[src/rtl/dmem_arb_pkg.sv]
// Shared types and constants for the two-port data-memory arbiter.
package dmem_arb_pkg;

    typedef enum logic [1:0] {
        IDLE    = 2'd0,
        ACCESS  = 2'd1,
        RESPOND = 2'd2
    } state_t;

    localparam logic PORT_PIPE     = 1'b0;
    localparam logic PORT_DBG      = 1'b1;
    localparam int   ACCESS_BYTES  = 8;
    localparam int   MEM_BYTES_DEF = 64;

endpackage

[src/rtl/dmem_rr_arb.sv]
// Two-way grant logic: round-robin by default, fixed port-0 priority when
// DMEM_ARB_FIXED_PRIO_EN is defined.
module dmem_rr_arb
    import dmem_arb_pkg::*;
(
    input  logic clock,
    input  logic reset,
    input  logic req0,
    input  logic req1,
    input  logic take,
    output logic grant0,
    output logic grant1,
    output logic grant_id
);

`ifdef DMEM_ARB_FIXED_PRIO_EN
    logic unused_clk_rst;
    assign unused_clk_rst = clock ^ reset;

    assign grant0 = take & req0;
    assign grant1 = take & req1 & !req0;
`else
    logic rr_last;

    // rr_last remembers the most recent winner; the other port wins the next tie
    always_ff @(posedge clock or posedge reset) begin
        if (reset)
            rr_last <= PORT_DBG;
        else if (grant0 | grant1)
            rr_last <= grant1;
    end

    assign grant0 = take & req0 & (!req1 | (rr_last == PORT_DBG));
    assign grant1 = take & req1 & (!req0 | (rr_last == PORT_PIPE));
`endif

    assign grant_id = grant1 ? PORT_DBG : PORT_PIPE;

endmodule

[src/rtl/dmem_arbiter.sv]
// Two-port arbiter/sequencer for the 64-byte data memory: IDLE -> ACCESS -> RESPOND.
// Optional macro DMEM_ARB_FIXED_PRIO_EN selects fixed port-0 priority on ties.
module dmem_arbiter
    import dmem_arb_pkg::*;
#(
    parameter int ADDR_W    = 64,
    parameter int DATA_W    = 64,
    parameter int MEM_BYTES = MEM_BYTES_DEF
) (
    input  logic              clock,
    input  logic              reset,
    input  logic              p0_req_valid,
    output logic              p0_req_ready,
    input  logic              p0_req_write,
    input  logic [ADDR_W-1:0] p0_req_addr,
    input  logic [DATA_W-1:0] p0_req_wdata,
    output logic              p0_rsp_valid,
    input  logic              p0_rsp_ready,
    output logic [DATA_W-1:0] p0_rsp_rdata,
    output logic              p0_rsp_err,
    input  logic              p1_req_valid,
    output logic              p1_req_ready,
    input  logic              p1_req_write,
    input  logic [ADDR_W-1:0] p1_req_addr,
    input  logic [DATA_W-1:0] p1_req_wdata,
    output logic              p1_rsp_valid,
    input  logic              p1_rsp_ready,
    output logic [DATA_W-1:0] p1_rsp_rdata,
    output logic              p1_rsp_err,
    output logic [ADDR_W-1:0] mem_addr,
    output logic [DATA_W-1:0] mem_wdata,
    output logic              mem_write,
    output logic              mem_read,
    input  logic [DATA_W-1:0] mem_rdata,
    output logic              busy
);

    localparam logic [ADDR_W-1:0] LAST_ADDR = ADDR_W'(MEM_BYTES - ACCESS_BYTES);

    state_t            state, state_next;
    logic [ADDR_W-1:0] addr_q;
    logic [DATA_W-1:0] wdata_q;
    logic [DATA_W-1:0] rdata_q;
    logic              write_q;
    logic              owner_q;
    logic              err_q;

    logic              take;
    logic              grant0, grant1, grant_id;
    logic [ADDR_W-1:0] win_addr;
    logic [DATA_W-1:0] win_wdata;
    logic              win_write;

    assign take = (state == IDLE) && !reset;

    dmem_rr_arb u_arb (
        .clock    (clock),
        .reset    (reset),
        .req0     (p0_req_valid),
        .req1     (p1_req_valid),
        .take     (take),
        .grant0   (grant0),
        .grant1   (grant1),
        .grant_id (grant_id)
    );

    assign win_addr  = grant_id ? p1_req_addr  : p0_req_addr;
    assign win_wdata = grant_id ? p1_req_wdata : p0_req_wdata;
    assign win_write = grant_id ? p1_req_write : p0_req_write;

    always_ff @(posedge clock or posedge reset) begin
        if (reset)
            state <= IDLE;
        else
            state <= state_next;
    end

    always_comb begin
        state_next   = state;
        mem_read     = 1'b0;
        mem_write    = 1'b0;
        p0_rsp_valid = 1'b0;
        p1_rsp_valid = 1'b0;
        case (state)
            IDLE: begin
                if (grant0 | grant1)
                    state_next = ACCESS;
            end
            ACCESS: begin
                mem_write  = write_q & !err_q;
                mem_read   = !write_q & !err_q;
                state_next = RESPOND;
            end
            RESPOND: begin
                p0_rsp_valid = (owner_q == PORT_PIPE);
                p1_rsp_valid = (owner_q == PORT_DBG);
                if (owner_q == PORT_DBG ? p1_rsp_ready : p0_rsp_ready)
                    state_next = IDLE;
            end
            default: state_next = IDLE;
        endcase
    end

    // Request capture at grant; read data captured at the end of the ACCESS cycle
    always_ff @(posedge clock or posedge reset) begin
        if (reset) begin
            addr_q  <= '0;
            wdata_q <= '0;
            write_q <= 1'b0;
            owner_q <= 1'b0;
            err_q   <= 1'b0;
            rdata_q <= '0;
        end else begin
            if (grant0 | grant1) begin
                addr_q  <= win_addr;
                wdata_q <= win_wdata;
                write_q <= win_write;
                owner_q <= grant_id;
                err_q   <= (win_addr > LAST_ADDR);
            end
            if (state == ACCESS)
                rdata_q <= mem_read ? mem_rdata : '0;
        end
    end

    assign p0_req_ready = grant0;
    assign p1_req_ready = grant1;
    assign mem_addr     = addr_q;
    assign mem_wdata    = wdata_q;
    assign busy         = (state != IDLE);

    assign p0_rsp_rdata = (owner_q == PORT_PIPE) ? rdata_q : '0;
    assign p1_rsp_rdata = (owner_q == PORT_DBG)  ? rdata_q : '0;
    assign p0_rsp_err   = (owner_q == PORT_PIPE) & err_q;
    assign p1_rsp_err   = (owner_q == PORT_DBG)  & err_q;

endmodule

[config.mk]
export PLATFORM = sky130hd
export DESIGN_NAME = dmem_arbiter
export DESIGN_NICKNAME = d
export VERILOG_FILES = /design/src/rtl/dmem_arb_pkg.sv /design/src/rtl/dmem_rr_arb.sv /design/src/rtl/dmem_arbiter.sv
export SDC_FILE = /design/constraint.sdc
export NUM_CORES = 1
export LEC_CHECK = 0
export CAP_MARGIN = 10
export CORE_AREA = 2 2 234 236
export DETAILED_ROUTE_END_ITERATION = 12
export DIE_AREA = 0 0 236 238
export PLACE_DENSITY = 0.48
export SETUP_SLACK_MARGIN = 0.2
export SLEW_MARGIN = 20
export SYNTH_ARGS = -nofsm -noshare
export SYNTH_HDL_FRONTEND = slang
export SYNTH_SLANG_ARGS = --single-unit
[constraint.sdc]
create_clock -name clock -period 6.58 [get_ports clock]
set_input_delay 1.316 -clock clock [delete_from_list [all_inputs] [get_ports clock]]
set_output_delay 1.316 -clock clock [all_outputs]
set_load 0.05 [all_outputs]
==> impl_metrics.json, run 1 <==
{
  "num_rows": 85,
  "cts.sinks": 198,
  "cts_buffers": 17,
  "synth_top_family_by_area": "simple AND/OR/NAND/NOR gates",
  "grt_max_degree": 100,
  "route.met3.wl_mm": 3.257,
  "ys_ff_latch": 198,
  "cpMaxStageDelayCell": "clkdlybuf4s50_1",
  "ir_drop_mv": 0.2326,
  "crit_fanout": 36,
  "dp_slack_ns": 1.450,
  "ys_async_sr_fraction_pct": 100.0,
  "place_inst": 2284,
  "p_total_mw": 6.750,
  "holdWs_ns": 0.4962,
  "avgSynthCellArea_um2": 8.798,
  "crit_path_end_kind": "primary output",
  "routed_wl_mm": 43.81,
  "tns_ns": 0,
  "synth_fp_nets": 1396,
  "routed.top_layer": "met5",
  "antennaDiodeCount": 0,
  "p_leak_nw": 6.764,
  "slew_headroom_pct": 32.30,
  "layout_common_cells": "clkdlybuf4s50_1 (592), nand2_1 (263), dfrtp_1 (196), nor2_1 (135), a31oi_1 (129)",
  "crit_top_cell": "clkdlybuf4s50_1",
  "synth_xor_area_share_pct": 0,
  "max_freq_ghz": 0.1986,
  "yosys_most_used_dff": "dfrtp_1",
  "reg2reg_slack_ns": 3.73,
  "period_share_pct": 76.51,
  "core_area_mm2": 0.05350,
  "rsz0062_at_grt": "no",
  "htreeDepth": 4,
  "final_util_pct": 31.01,
  "vias": 9954,
  "start_util_pct": 17.57,
  "die_h_um": 238,
  "syn-cell-area_mm2": 0.009397,
  "synthMuxAreaShare_pct": 0.2264,
  "yosysUniqueCellTypes": 29,
  "synth_compound_area_share_pct": 14.93,
  "grt_pass1_vias": 9944,
  "n_fill_cell": 5642,
  "place_area_mm2": 0.01598,
  "dieArea_mm2": 0.05617,
  "syn_to_final_growth_pct": 76.54,
  "synth_edf_count": 0,
  "die_w_um": 236,
  "synth_top_cell_area_share_pct": 52.46,
  "ant_nets": 0,
  "drive_gt1_share_pct": 3.395,
  "syn_inst": 1068,
  "cts_resized": 0,
  "cp.arrival_ns": 3.72,
  "clk_pin_slew_ns": 0.07,
  "clockRootBuffer": "clkbuf_16",
  "mostFrequentLayoutCell": "clkdlybuf4s50_1",
  "fin_cells": 2316,
  "skew_ns": 0.01166,
  "place_congestion": 0.8508,
  "cpPeakStageDelay_ns": 0.87,
  "synth_fa_ha_area_share_pct": 0,
  "dp_hpwl_mm": 32.93,
  "maxSlewViolCount": 0,
  "overflow": 0,
  "portBuffers": 592,
  "power.density_mw_per_mm2": 406.9,
  "wl_per_cell_um": 18.92,
  "firstDrtPassIters": 5,
  "cap_violations": 0,
  "required_ns": 5.26,
  "outcome": "completed",
  "finalCriticalPeriod_ns": 5.034,
  "antenna_found_initial": 1,
  "drtIter0Drc": 408,
  "yosysSeqAreaShare_pct": 52.74,
  "synthSimpleGateAreaFrac_pct": 28.11,
  "viasPerCell": 4.298,
  "groute.usage.overall_pct": 15.33,
  "min_path_type": "reg2reg",
  "finalNetCount": 1935,
  "setup_violations": 0,
  "pin_count": 593,
  "grt_pass1_wl_mm": 64.40,
  "cp-start-kind": "primary input",
  "clk_path_buf_depth": 2,
  "tightest_slew_ns": 1.015,
  "wl_met1_mm": 18.49,
  "insertion_delay_ns": 0.49,
  "hold_violations": 0,
  "synthTopCellsByArea": "dfrtp_1 (52%), nand2_1 (11%), a31oi_1 (8.6%)",
  "post_cts_buffers": 0,
  "path_class": "in2out",
  "yosysTopAreaCell": "dfrtp_1",
  "setup_slack_ns": 1.546,
  "route.detailed.drc": 0,
  "cts_hold_buf": 0,
  "tritoncts": "yes",
  "postLayoutCellArea_mm2": 0.01659,
  "routed-wl-met2_mm": 21.53,
  "ys_warn_count": 0,
  "path_cells": "clkdlybuf4s50_1, nor3_4, nand3_4, inv_1, clkdlybuf4s50_1"
}
-- per-layer routing --
metal / vias up / track usage (%)
li1: 4716 / -
met1: 4819 / 18.58
met2: 389 / 25.99
met3: 28 / 5.194
met4: 2 / 3.976
met5: - / 0
-- state kept, by name (all words and copies together), names as in the netlist --
register	count
mem_addr	64
mem_wdata	64
rdata_q	64
state	2
err_q	1
owner_q	1
u_arb.rr_last	1
write_q	1
-- Yosys cell counts, types with 2 or more instances --
| master | instances |
|---|---|
| nor3_1 | 7 |
| buf_1 | 7 |
| o21ai_0 | 2 |
| nand3_1 | 6 |
| and2_1 | 65 |
| buf_2 | 30 |
| nand3_2 | 2 |
| a31oi_1 | 129 |
| a22o_1 | 64 |
| nand2b_1 | 3 |
| nor2_1 | 135 |
| nor4_1 | 28 |
| nor2b_1 | 65 |
| dfrtp_1 | 197 |
| clkbuf_1 | 47 |
| inv_1 | 3 |
| nand4_1 | 4 |
| nand2_1 | 263 |
-- logic make-up after synthesis --
group / count (synthesis)
multiplexers: 2
AO/OA/AOI/OAI: 198
flip-flops: 198
AND/OR/NAND/NOR: 581
buffers and inverters: 89
-- worst paths after layout --
check                                           from                   endpoint  cells past startpoint
max reg2reg                u_arb.rr_last$_DFFE_PP1P_    mem_addr[6]$_DFFE_PP0P_                      6
min                        u_arb.rr_last$_DFFE_PP1P_  u_arb.rr_last$_DFFE_PP1P_                      2
min reg2reg                u_arb.rr_last$_DFFE_PP1P_  u_arb.rr_last$_DFFE_PP1P_                      2
max in group asynchronous                      reset  mem_wdata[37]$_DFFE_PP0P_                      4
min in group asynchronous                      reset     rdata_q[4]$_DFFE_PP0P_                      3
max                                            reset               p1_req_ready                      5
-- critical path: cells and delay by family --
family	cells	cell delay, ns
AND/OR/NAND/NOR	2	0.71
buffers and inverters	3	1.68
-- where the power goes --
part,leakage [nW],internal [mW],switching [mW],total (mW)
registers,2.45,1.65,0.307,1.95
logic,4.02,1.20,2.44,3.64
clock network,0.299,0.596,0.558,1.15
-- cell type report --
| type | instances | area (um^2) | area share [%] |
|---|---|---|---|
| clock buffer | 20 | 456.7 | 2.753 |
| clock inverter | 12 | 156.4 | 0.9428 |
| inverter | 4 | 21.27 | 0.1282 |
| multi-input combinational | 781 | 4088 | 24.64 |
| sequential | 198 | 4960 | 29.90 |
| tap | 696 | 870.8 | 5.250 |
| timing repair buffer | 605 | 6036 | 36.39 |
No activity file was read; power rests on OpenSTA's default activity.
==> run 2, diff against run 1 <==
Settings changed: CORE_AREA 2 2 234 236 to 2 2 231 233, DIE_AREA 0 0 236 238 to 0 0 233 235, PLACE_DENSITY 0.48 to 0.47.
Clock period 6.58 ns to 5.1 ns, I/O delays scaled along.
==> run 2 against run 1 <==
Register-to-register slack got worse by 1.0 ns. First-iteration DRC count is 15% higher. Critical path type is now reg2out. Sequential share of layout area rose by 0.059 points.
==> impl_metrics.json, run 2 (synthesis results as in run 1) <==
{
  "maxSlewViolCount": 0,
  "grt_pass1_vias": 9933,
  "tightest_slew_ns": 0.8539,
  "antennaDiodeCount": 0,
  "min_path_type": "reg2reg",
  "cp.arrival_ns": 2.91,
  "core_area_mm2": 0.05224,
  "firstDrtPassIters": 7,
  "layout_common_cells": "clkdlybuf4s50_1 (590), nand2_1 (263), dfrtp_1 (196), nor2_1 (135), a31oi_1 (129)",
  "overflow": 0,
  "rsz0062_at_grt": "no",
  "place_congestion": 0.8438,
  "groute.usage.overall_pct": 16.06,
  "p_seq_share_pct": 29.6,
  "dp_hpwl_mm": 33.59,
  "path_cells": "buf_4, and2_1, clkdlybuf4s50_1",
  "required_ns": 4.08,
  "power.density_mw_per_mm2": 519.4,
  "p_leak_nw": 6.745,
  "cts_buffers": 17,
  "ant_nets": 0,
  "dieArea_mm2": 0.05476,
  "cpMaxStageDelayCell": "dfrtp_4",
  "tns_ns": 0,
  "wl_per_cell_um": 19.29,
  "finalNetCount": 1933,
  "cts_hold_buf": 0,
  "finalCriticalPeriod_ns": 3.927,
  "crit_path_end_kind": "primary output",
  "outcome": "completed",
  "clockPowerShare_pct": 16.0,
  "intPower_mw": 4.380,
  "die_h_um": 235,
  "vias": 9966,
  "route.detailed.drc": 0,
  "crit_fanout": 89,
  "die_w_um": 233,
  "tritoncts": "yes",
  "start_util_pct": 17.99,
  "power_switching_mw": 4.219,
  "swShare_pct": 49.06,
  "cts_resized": 0,
  "slew_headroom_pct": 43.08,
  "cts.sinks": 198,
  "insertion_delay_ns": 0.49,
  "cp-start-kind": "register",
  "setup_violations": 0,
  "p_comb_share_pct": 54.4,
  "period_share_pct": 76.99,
  "drive_gt1_share_pct": 3.337,
  "skew_ns": 0.01559,
  "final_util_pct": 31.69,
  "hold_violations": 0,
  "antenna_found_initial": 3,
  "pin_count": 593,
  "n_fill_cell": 5538,
  "syn_to_final_growth_pct": 76.19,
  "mostFrequentLayoutCell": "clkdlybuf4s50_1",
  "grt_max_degree": 131,
  "clockRootBuffer": "clkbuf_16",
  "grt_pass1_wl_mm": 65.61,
  "ir_drop_mv": 0.3143,
  "cap_violations": 0,
  "htreeDepth": 4,
  "drtIter0Drc": 469,
  "post_cts_buffers": 0,
  "routed_wl_mm": 44.47,
  "max_freq_ghz": 0.2547,
  "path_class": "reg2out",
  "clk_path_buf_depth": 2,
  "cpPeakStageDelay_ns": 0.96,
  "portBuffers": 592,
  "num_rows": 84,
  "viasPerCell": 4.322,
  "clk_pin_slew_ns": 0.08
}
==> run 2: cell count changes in the layout (fill, tap and decap cells not counted), sizes merged <==
| cell | delta |
|---|---|
| bufinv | -1 |
| clkbuf | +1 |
| clkdlybuf4s50 | -2 |
| clkinv | +4 |
| clkinvlp | +1 |
| inv | -5 |
==> run 2: power groups by stage <==
| stage | clock network (mW) | logic (mW) | registers [mW] |
|---|---|---|---|
| 2_1_floorplan | 0 | 1.14 | 4.28 |
| 3_3_place_gp | 0 | 4.72 | 2.56 |
| 3_5_place_dp | 0 | 4.74 | 2.57 |
| 4_1_cts | 1.44 | 4.75 | 2.56 |
| 5_1_grt | 1.49 | 4.95 | 2.64 |
| 6_report | 1.37 | 4.68 | 2.55 |
==> run 2: layer usage <==
layer / GRT usage (%) / vias up / wire (um)
met5: 0 / - / 27
met4: 4.729 / 4 / 845
met3: 5.801 / 40 / 3753
li1: - / 4717 / -
met2: 27.06 / 408 / 21620
met1: 19.04 / 4797 / 18230
==> run 2: worst paths after layout <==
kind	startpoint	endpoint	slack, ns	cells after the start
min	u_arb.rr_last$_DFFE_PP1P_	u_arb.rr_last$_DFFE_PP1P_	0.46	2
min reg2reg	u_arb.rr_last$_DFFE_PP1P_	u_arb.rr_last$_DFFE_PP1P_	0.46	2
min in group asynchronous	reset	mem_addr[27]$_DFFE_PP0P_	1.15	3
max	owner_q$_DFFE_PP0P_	p1_rsp_rdata[38]	1.17	3
max in group asynchronous	reset	owner_q$_DFFE_PP0P_	3.38	3
max reg2reg	state[0]$_DFFE_PP0P_	mem_wdata[34]$_DFFE_PP0P_	2.68	6
==> run 2: worst max-delay path: cells and delay by family, from the launching register on <==
family / cells / cell delay (ns)
buffers and inverters: 2 / 1.24
DFF: 1 / 0.96
and+or+nand+nor: 1 / 0.18
==> run 2: final cells by class <==
cell class / count / area [um^2] / share of cell area, %
Inverter: 4 / 21.27 / 0.1285
Timing Repair Buffer: 603 / 6066 / 36.64
Multi-Input combinational cell: 781 / 4088 / 24.69
Tap cell: 688 / 860.8 / 5.200
Sequential cell: 198 / 4960 / 29.96
Clock buffer: 21 / 460.4 / 2.781
Clock inverter: 11 / 100.1 / 0.6046
==> run 2: metrics by stage <==
stage / instance area, um^2 / total power [mW] / std cells / hold WS, ns / worst slack [ns]
2_1_floorplan: 9400 / 5.418 / 1068 / 0.4436 / 1.520
3_3_place_gp: 16000 / 7.285 / 2274 / 0.4580 / 1.564
3_5_place_dp: 16000 / 7.309 / 2274 / 0.4547 / 1.543
4_1_cts: 16560 / 8.753 / 2306 / 0.4683 / 1.072
5_1_grt: 16560 / 9.076 / 2306 / 0.4922 / 0.8844
6_report: 16560 / 8.599 / 2306 / 0.4639 / 1.173
==> run 3, diff against run 2 <==
Settings changed: CORE_AREA 2 2 231 233 to 2 2 234 236, DIE_AREA 0 0 233 235 to 0 0 236 238, PLACE_DENSITY 0.47 to 0.48.
Clock period 5.1 ns to 3.44 ns, I/O delays scaled along.
==> run 3 against run 2 <==
Final area increased by 1.0%. Critical path depth unchanged. Register-to-register slack lost 1.3 ns. Worst setup slack got worse by 0.78 ns. Power increased by 51%. Utilization shrank 0.43 points. Non-clock buffer count is 8 higher. Hold slack improved by 0.0040 ns. Sequential share of layout area down 0.31 points. Clock power up 58%. Critical path type unchanged. Largest power group unchanged.
==> impl_metrics.json, run 3 (synthesis results as in run 1) <==
{
  "wl_met1_mm": 18.26,
  "dp_slack_ns": 0.5475,
  "skew_ns": 0.01348,
  "rsz0062_at_grt": "no",
  "finalCriticalPeriod_ns": 3.043,
  "slew_headroom_pct": 50.72,
  "dieArea_mm2": 0.05617,
  "routed.top_layer": "met5",
  "firstDrtPassIters": 7,
  "routed_wl_mm": 44.13,
  "grt_pass1_vias": 10030,
  "die_w_um": 236,
  "path_cells": "buf_4, nor2b_1, clkdlybuf4s50_1",
  "core_area_mm2": 0.05350,
  "insertion_delay_ns": 0.49,
  "power.density_mw_per_mm2": 776.2,
  "cp-start-kind": "register",
  "tns_ns": 0,
  "layout_common_cells": "clkdlybuf4s50_1 (573), nand2_1 (263), dfrtp_1 (196), nor2_1 (135), a31oi_1 (129)",
  "holdWs_ns": 0.4678,
  "clk_path_buf_depth": 2,
  "antenna_found_initial": 5,
  "grt_pass1_wl_mm": 63.85,
  "setup_violations": 0,
  "grt_max_degree": 156,
  "maxSlewViolCount": 0,
  "required_ns": 2.75,
  "outcome": "completed",
  "die_h_um": 238,
  "setup_slack_ns": 0.3965,
  "route.met3.wl_mm": 3.562,
  "cts_buffers": 17,
  "cts_hold_buf": 0,
  "cts.sinks": 198,
  "routed-wl-met2_mm": 21.34,
  "viasPerCell": 4.368,
  "place_congestion": 0.8759,
  "tightest_slew_ns": 0.7368,
  "hold_violations": 0,
  "clk_pin_slew_ns": 0.08,
  "tritoncts": "yes",
  "min_path_type": "reg2reg",
  "overflow": 0,
  "fin_cells": 2323,
  "drive_gt1_share_pct": 3.875,
  "mostFrequentLayoutCell": "clkdlybuf4s50_1",
  "crit_fanout": 30,
  "start_util_pct": 17.57,
  "ant_nets": 0,
  "p_total_mw": 12.98,
  "dp_hpwl_mm": 33.49,
  "path_class": "reg2out",
  "portBuffers": 592,
  "max_freq_ghz": 0.3286,
  "period_share_pct": 88.47,
  "vias": 10150,
  "crit_path_end_kind": "primary output",
  "wl_per_cell_um": 18.99,
  "pin_count": 593,
  "drtIter0Drc": 435,
  "clockRootBuffer": "clkbuf_16",
  "place_inst": 2289,
  "cpMaxStageDelayCell": "clkdlybuf4s50_1",
  "cap_violations": 0,
  "htreeDepth": 4,
  "route.detailed.drc": 0,
  "groute.usage.overall_pct": 15.20,
  "num_rows": 85,
  "syn_to_final_growth_pct": 78.02,
  "cp.arrival_ns": 2.36,
  "cpPeakStageDelay_ns": 0.84,
  "p_leak_nw": 6.926,
  "finalNetCount": 1941,
  "ir_drop_mv": 0.4446
}
-- run 3: metal layers --
metal  GRT usage (%)  vias up
met5               0        -
li1                -     4727
met1           17.78     4932
met4           4.922        8
met2           25.74      428
met3           5.622       53
-- run 3: through the flow --
stage,instance area (um^2),util (%)
3_5_place_dp,16120,30.13
5_1_grt,16720,31.26
6_report,16730,31.27
4_1_cts,16690,31.21
3_3_place_gp,16120,30.13
2_1_floorplan,9400,-
-- run 3: final cells by class --
| cell class | instances | area [um^2] |
|---|---|---|
| Multi-Input combinational cell | 781 | 4088 |
| Antenna cell | 1 | 2.502 |
| Timing Repair Buffer | 611 | 6191 |
| Sequential cell | 198 | 4960 |
| Inverter | 4 | 21.27 |
| Clock buffer | 18 | 429.2 |
| Fill cell | 5654 | 36770 |
| Tap cell | 696 | 870.8 |
| Clock inverter | 14 | 165.2 |
-- run 3: path summary, 6_finish.rpt --
| kind | end | start | slack (ns) | depth (start not counted) |
|---|---|---|---|---|
| min in group asynchronous | rdata_q[61]$_DFFE_PP0P_ | reset | 0.64 | 2 |
| hold / removal | u_arb.rr_last$_DFFE_PP1P_ | u_arb.rr_last$_DFFE_PP1P_ | 0.47 | 2 |
| setup / recovery | p0_rsp_rdata[0] | owner_q$_DFFE_PP0P_ | 0.40 | 3 |
| hold reg to reg | u_arb.rr_last$_DFFE_PP1P_ | u_arb.rr_last$_DFFE_PP1P_ | 0.47 | 2 |
| setup reg to reg | mem_wdata[14]$_DFFE_PP0P_ | state[0]$_DFFE_PP0P_ | 1.35 | 6 |
| max in group asynchronous | mem_addr[9]$_DFFE_PP0P_ | reset | 1.99 | 3 |
-- run 3: timing repair --
item / CTS / global route
setup buffers: 0 / 1
setup endpoints to repair: 16 / 33
resized for setup: 16 / 1
-- run 3: worst max-delay path, delay by kind of cell, from the launching register on --
family | cells | cell delay (ns)
and+or+nand+nor | 1 | 0.15
DFF | 1 | 0.61
buffers and inverters | 2 | 1.11
-- run 3: power breakdown --
group          switching [mW]  internal (mW)  leakage [nW]
Clock                    1.07           1.10         0.284
Combinational            4.74           2.39          4.19
Sequential              0.542           3.15          2.45
Total                    6.35           6.63          6.93
